[src/rtl/csm_pkg.sv]
// Shared definitions for the sequential carry-save multiplier: FSM state encoding
// and the default operand width.
package csm_pkg;

    localparam int WIDTH_DEF = 25;

    typedef enum logic [1:0] {
        IDLE    = 2'd0,
        ACCUM   = 2'd1,
        RESOLVE = 2'd2,
        DONE    = 2'd3
    } state_t;

endpackage

[src/rtl/csm_row.sv]
// One reusable row of full adders; the controller time-multiplexes it between
// partial-product accumulation and final carry propagation.
module full_adder_1b (
    input  logic x,
    input  logic y,
    input  logic z,
    output logic s,
    output logic c
);
    assign s = x ^ y ^ z;
    assign c = (x & y) | (x & z) | (y & z);
endmodule

module csm_row #(
    parameter int WIDTH = 25
) (
    input  logic [WIDTH-1:0] x,
    input  logic [WIDTH-1:0] y,
    input  logic [WIDTH-1:0] z,
    output logic [WIDTH-1:0] s,
    output logic [WIDTH-1:0] c
);
    for (genvar j = 0; j < WIDTH; j++) begin : g_fa
        full_adder_1b u_fa (
            .x (x[j]),
            .y (y[j]),
            .z (z[j]),
            .s (s[j]),
            .c (c[j])
        );
    end
endmodule

[src/rtl/csm_seq_mult_ctrl.sv]
// Sequential carry-save multiplier: WIDTH cycles of shift-accumulate through one
// adder row, then ripple the leftover carry vector through the same row.
module csm_seq_mult_ctrl
    import csm_pkg::*;
#(
    parameter int WIDTH = WIDTH_DEF
) (
    input  logic               clk,
    input  logic               rst,
    input  logic               in_valid,
    output logic               in_ready,
    input  logic [WIDTH-1:0]   a,
    input  logic [WIDTH-1:0]   b,
    output logic               out_valid,
    input  logic               out_ready,
    output logic [2*WIDTH-1:0] product,
    output logic               busy
);
    localparam int CW = $clog2(WIDTH);

    state_t           state, state_nx;
    logic [WIDTH-1:0] a_r, b_r, s_q, c_q, plo_q;
    logic [CW-1:0]    cnt;
    logic [WIDTH-1:0] row_x, row_s, row_c;

    // Row sees the current partial product while accumulating, zeros while resolving.
    assign row_x = (state == ACCUM) ? (a_r & {WIDTH{b_r[0]}}) : '0;

    csm_row #(.WIDTH(WIDTH)) u_row (
        .x (row_x),
        .y (s_q),
        .z (c_q),
        .s (row_s),
        .c (row_c)
    );

    always_ff @(posedge clk or posedge rst) begin
        if (rst) state <= IDLE;
        else     state <= state_nx;
    end

    always_comb begin
        state_nx = state;
        case (state)
            IDLE:    if (in_valid)                    state_nx = ACCUM;
            ACCUM:   if (cnt == CW'(WIDTH - 1))       state_nx = RESOLVE;
            RESOLVE: if (c_q == '0)                   state_nx = DONE;
            DONE:    if (out_ready)                   state_nx = IDLE;
            default:                                  state_nx = IDLE;
        endcase
    end

    always_ff @(posedge clk or posedge rst) begin
        if (rst) begin
            a_r     <= '0;
            b_r     <= '0;
            s_q     <= '0;
            c_q     <= '0;
            plo_q   <= '0;
            cnt     <= '0;
            product <= '0;
        end else begin
            case (state)
                IDLE: if (in_valid) begin
                    a_r   <= a;
                    b_r   <= b;
                    s_q   <= '0;
                    c_q   <= '0;
                    plo_q <= '0;
                    cnt   <= '0;
                end
                ACCUM: begin
                    // Column 0 is final; shift it into the low product and renormalise S.
                    plo_q <= {row_s[0], plo_q[WIDTH-1:1]};
                    s_q   <= {1'b0, row_s[WIDTH-1:1]};
                    c_q   <= row_c;
                    b_r   <= b_r >> 1;
                    cnt   <= cnt + 1'b1;
                end
                RESOLVE: begin
                    if (c_q == '0) begin
                        product <= {s_q, plo_q};
                    end else begin
                        // Top carry-out is provably zero for an exact product.
                        s_q <= row_s;
                        c_q <= {row_c[WIDTH-2:0], 1'b0};
                    end
                end
                default: ;
            endcase
        end
    end

    assign in_ready  = (state == IDLE);
    assign out_valid = (state == DONE);
    assign busy      = (state == ACCUM) || (state == RESOLVE);

endmodule

[config.mk]
export PLATFORM = sky130hd
export DESIGN_NAME = csm_seq_mult_ctrl
export DESIGN_NICKNAME = d
export VERILOG_FILES = /design/src/rtl/csm_pkg.sv /design/src/rtl/csm_row.sv /design/src/rtl/csm_seq_mult_ctrl.sv
export SDC_FILE = /design/constraint.sdc
export NUM_CORES = 1
export LEC_CHECK = 0
export ABC_AREA = 0
export ABC_CLOCK_PERIOD_IN_PS = 5250
export CORE_UTILIZATION = 45
export CTS_CLUSTER_DIAMETER = 50
export CTS_CLUSTER_SIZE = 12
export DETAILED_ROUTE_END_ITERATION = 10
export GPL_TIMING_DRIVEN = 0
export HOLD_SLACK_MARGIN = 0.15
export PLACE_DENSITY = 0.7
export REMOVE_ABC_BUFFERS = 1
export SETUP_SLACK_MARGIN = 0.02
export SYNTH_ARGS = -nofsm -noshare
export SYNTH_HDL_FRONTEND = slang
export SYNTH_SLANG_ARGS = --single-unit
export TNS_END_PERCENT = 10
[constraint.sdc]
create_clock -name clk -period 5.25 [get_ports clk]
set_input_delay 0.525 -clock clk [delete_from_list [all_inputs] [get_ports clk]]
set_output_delay 0.525 -clock clk [all_outputs]
set_load 0.05 [all_outputs]
After elaboration in Yosys (flattened, before gate mapping). Cells that the tools add are included.

Flip-flop bits (word level): 182. Latch bits: 0. RAM bits: 0. Bits in read-only memories: 0. Input port bits: 54. Memories kept: 0.

Add/subtract/negate cells: 1. $mul: 0. Divide/modulo/power cells: 0. $lt $le $gt $ge: 0. Equal/unequal tests: 9. Shifts and indexed selects: 0. Muxes and demuxes: 16. Bitwise logic cells: 176. Reductions and logical operators: 10.

Operators by type and width (count): $pmux 25 s3 (2); $mux 25 (5); $pmux 25 s2 (2); $and 1x1->1 (75); $or 1x1->1 (50); $xor 1x1->1 (50); $and 25x25->25 (1); $logic_not 25->1 (1); $pmux 5 s2 (1); $mux 2 (4); $pmux 2 s4 (1); $ne 2x2->1 const B (3); $reduce_and 2->1 (3); $add 5x1->5 const B (1); $eq 5x5->1 const B (1); $mux 5 (1); $eq 2x2->1 const B (2); $ne 2x1->1 const B (2); $reduce_and 4->1 (1); $reduce_and 3->1 (1); $reduce_bool 3->1 (1); $eq 2x1->1 const B (1); $logic_not 2->1 (1); $reduce_bool 2->1 (1); $logic_or 1x1->1 (1).

Longest topological paths before layout.
Depth in word-level cells: 7. Depth in mapped cells: 11.

Cells and area by module. Synthesis repeated with hierarchy kept, for this count alone.

Cells, all modules: 614. Area total of the unflattened synthesis: 8385.5 µm².

By module, submodules not included: csm_seq_mult_ctrl (instances 1, cells each 589, area each 7885.1 µm², sequential area each 4554.4 µm²); full_adder_1b (instances 25, cells each 1, area each 20.0 µm², sequential area each 0.0 µm²).

Worst setup path after synthesis. Ideal clock, no wire load.

Kind: register -> register. Start: register state[1]. End: register s_q[24]. Setup time: 0.082 ns. Arrival time: 2.659 ns. Required time: 5.168 ns. Path slack: 2.509 ns. Stages on the path, launching flop included: 11. Buffers on the path: 3. Period minus slack after synthesis: 2.741 ns. Path through: dfrtp_1 > inv_1 > ha_1 > buf_2 > and2_1 > clkbuf_1 > clkbuf_1 > nand2_1 > fa_1 > or3_1 > o22ai_1.

Word-level cells in the longest chain between the ends: 6.

RTL lines: from (decl) (line csm_seq_mult_ctrl.sv:21) `state_t state, state_nx;`; from (signal assigned) (line csm_seq_mult_ctrl.sv:39) `else state <= state_nx;`; $eq 2x1->1 (line csm_seq_mult_ctrl.sv:27, csm_seq_mult_ctrl.sv:63); $mux 25 (line csm_seq_mult_ctrl.sv:27) `assign row_x = (state == ACCUM) ? (a_r & {WIDTH{b_r[0]}}) : '0;`; $xor 1x1->1 (2 in series) (line csm_row.sv:10) `assign s = x ^ y ^ z;`; $mux 25 (line csm_seq_mult_ctrl.sv:81) `if (c_q == '0) begin`; $pmux 25 s3 (line csm_seq_mult_ctrl.sv:63) `case (state)`; to (signal assigned) (line csm_seq_mult_ctrl.sv:75) `s_q <= {1'b0, row_s[WIDTH-1:1]};`; to (signal assigned) (line csm_seq_mult_ctrl.sv:85) `s_q <= row_s;`; to (decl) (line csm_seq_mult_ctrl.sv:22) `logic [WIDTH-1:0] a_r, b_r, s_q, c_q, plo_q;`.

Several ways; a longest one is shown, not always the timed one. The select of a mux whose other input is x is not followed. A chain may end at the register's enable or synchronous reset.

Worst setup path in the final report.
Start: register state[1]. End: register s_q[2].

The elaborated chain is that of the path after synthesis.

==> results.ini <==
[critical_path]
r2r_slack_ns=1.47
cpPeakStageDelay_ns=0.98
crit_slowest_cell=and2_1
critPathKind=reg -> reg
reg2reg_from=state[1]$_DFFE_PP0P_
worst_ep_arrival_time_ns=4.09
cp_max_fo=32
worstRegToRegCells=7
cp.required_ns=5.56
cp-endpoint=s_q[2]$_DFFE_PP0P_
end_kind=register
rr_endpoint=s_q[2]$_DFFE_PP0P_
path_cells=inv_1 > ha_2 > and2_1 > nand2_1 > fa_1 > o22ai_1 > mux2_2
cp-start-kind=register
startpoint=state[1]$_DFFE_PP0P_

[yosys]
ys_seq_area_share_pct=54.6
synth_top_family_by_area=multiplexers
avgSynthCellArea_sq_um=12.7
synthAdderAreaFrac_pct=7.04
netlist_area_sq_um=8350
synth_compound_area_share_pct=8.62
synth-xor-area-share_pct=0.315
muxShareOfSynthArea_pct=19.9
ys_ff_latch=182
synthTopCellsByCount=182 x dfrtp_1, 114 x mux2_2, 58 x inv_1, 57 x nand2_1, 49 x o22ai_1
yosysMostFrequentCell=dfrtp_1
yosys_warnings=0
synth_edf_count=0
synth_top_area_share_pct=54.6
synth_ff_type=dfrtp_1
synth_top_cell_by_area=dfrtp_1
synth_simple_gate_area_share_pct=4.60
synth_cell_types=36
synth-async-reset-ratio_pct=100
synthCells=656
synth_area_leaders=dfrtp_1 55%, mux2_2 15%, fa_1 6.0%, o22ai_1 3.7%, mux2i_1 3.4%

[floorplan]
num_rows=49
die_w_um=138
die_h_um=138
io_pins=107
initial_core_util_pct=46.2
die_area_sq_um=19100
core-area_sq_um=18100

[clock_network]
cts_tree=done
clk_pin_slew_ns=0.07
numCtsBuffers=17
cts_root_buffer=clkbuf_16
cts_setup_buffers=0
cts.path.max_buffers=2
cts_resized=0
cts_hold_buf=0
insertion_delay_ns=0.43
htree_num_levels=4
clock-sinks=182

[power]
internal_power_mw=3.17
p_total_mw=5.06
combPwrFrac_pct=39.2
power.leakage_nw=4.40
p_clk_share_pct=24.0
p_switching_mw=1.89
ir_drop_mv=0.300
switching_share_pct=37.4
p_seq_share_pct=36.9
power_density_nw_per_um2=491

[routing]
first_pass_iters=7
ant_nets=0
vias_per_cell=5.33
drt_wl_total_mm=16.7
wl_per_cell_um=16.8
drc_errors=48
drtIter0Drc=198
vias=5308

[grt]
antenna_found_initial=0
track_usage_pct=18.6
grt.overflow.total=0
grt_pass1_vias=5672
grt_pass1_wl_mm=28.5
grt_max_degree=95

[finish]
fin_util_pct=57.0
layout.nets=838
drive_gt1_share_pct=21.4
area_growth_pct=23.4
nFillCells=1493

[sta]
max_freq_mhz=264
setup_viol=0
skew_ns=0.00824
tightest_slew_ns=1.27
setup_tns_ns=0
whs_ns=0.484
hold_viol=0
fin_crit_ns=3.78
rsz0062_at_grt=no
fin_crit_sh_pct=72.0
drv_slew=0
relSlewSlack_pct=15.4

[place]
portBuffers=106
dp_hpwl_mm=11.3
place_congestion=0.784

[job]
maxCapViolations=0

[run_status]
outcome=finished, violations left
failed_checks=DRC

[min_path]
hp-class=reg -> reg

## registers in the layout, indices dropped and copies added, names as in the netlist
register / flops
c_q: 25
plo_q: 25
product: 50
s_q: 25
state: 2
cnt: 5
b_r: 25
a_r: 25
## worst max-delay path: cells and delay by family, from the launching register on
kind                     cells  cell delay [ns]
AO/OA/AOI/OAI                1             0.09
AND/OR/NAND/NOR              2             1.19
flip-flops                   1             0.41
buffers and inverters        1             0.16
multiplexers                 1             0.31
adder cells (fa/ha/maj)      2             1.48
## layout by cell type, fill, tap and decap left out, types with 3 or more instances in the layout
| master | Yosys | layout |
|---|---|---|
| inv_1 | 58 | 57 |
| nand4b_1 | 3 | 3 |
| clkinv_4 | 0 | 4 |
| nor4_1 | 5 | 5 |
| fa_1 | 25 | 25 |
| o22ai_1 | 49 | 49 |
| buf_16 | 0 | 4 |
| clkinvlp_4 | 0 | 3 |
| nor2_1 | 9 | 8 |
| clkdlybuf4s50_1 | 0 | 106 |
| a22o_1 | 26 | 26 |
| o21ai_0 | 26 | 26 |
| mux2_2 | 114 | 114 |
| inv_8 | 0 | 5 |
| nand2_1 | 57 | 55 |
| mux2i_1 | 28 | 27 |
| mux2_1 | 9 | 9 |
| buf_8 | 0 | 4 |
| clkbuf_16 | 0 | 17 |
| dfrtp_1 | 182 | 182 |
| ha_1 | 7 | 6 |
| inv_6 | 0 | 4 |
## per-stage QoR
stage | setup WS [ns] | std cells | instance area [sq um]
finish | 1.47 | 995 | 10300
global route | 1.21 | 994 | 10300
floorplan | -0.219 | 618 | 8160
CTS | 1.44 | 994 | 10300
global placement | -2.44 | 953 | 9500
detailed placement | 1.45 | 962 | 9740
## layout make-up
cell class / instances / area [sq um] / share of cell area, %
multi-input combinational: 378 / 3420 / 33.2
inverter: 58 / 225 / 2.19
tap: 229 / 287 / 2.78
clock buffer: 17 / 425 / 4.13
clock inverter: 15 / 138 / 1.34
sequential: 182 / 4550 / 44.2
timing repair buffer: 115 / 1250 / 12.1
antenna: 1 / 2.50 / 0.0243
## routing by layer
layer,routed length (um),GRT usage (%),share of wire [%],vias up
li1,-,-,-,2490
met1,7950,25.8,48,2691
met2,7770,29.6,47,109
met3,788,3.91,4.7,18
met4,187,5.85,1.1,0
met5,0,0,0,-
## how the worst min path moves through the flow
stage	startpoint	end	cells past startpoint
final	b_r[20]$_DFFE_PP0P_	b_r[20]$_DFFE_PP0P_	2
after global routing	product[43]$_DFFE_PP0P_	product[43]$_DFFE_PP0P_	1
after CTS	b_r[22]$_DFFE_PP0P_	b_r[22]$_DFFE_PP0P_	2
after detailed placement	b_r[0]$_DFFE_PP0P_	b_r[0]$_DFFE_PP0P_	2
after global placement	b_r[21]$_DFFE_PP0P_	b_r[21]$_DFFE_PP0P_	2
after floorplan	b_r[0]$_DFFE_PP0P_	b_r[0]$_DFFE_PP0P_	2
## cell families after synthesis
kind of cell    after synthesis
compound gates              107
fa+ha+maj                    32
simple gates                 85
buf+inv                      96
xor+xnor                      3
flops                       182
mux                         151
## power groups by stage
stage          clock, mW  combinational [mW]  sequential, mW
2_1_floorplan          0                1.20            1.99
3_3_place_gp           0                1.80            1.88
3_5_place_dp           0                2.00            1.89
4_1_cts             1.25                2.00            1.87
5_1_grt             1.30                2.15            1.90
6_report            1.21                1.98            1.87
Power figures use the tool's default switching activity.
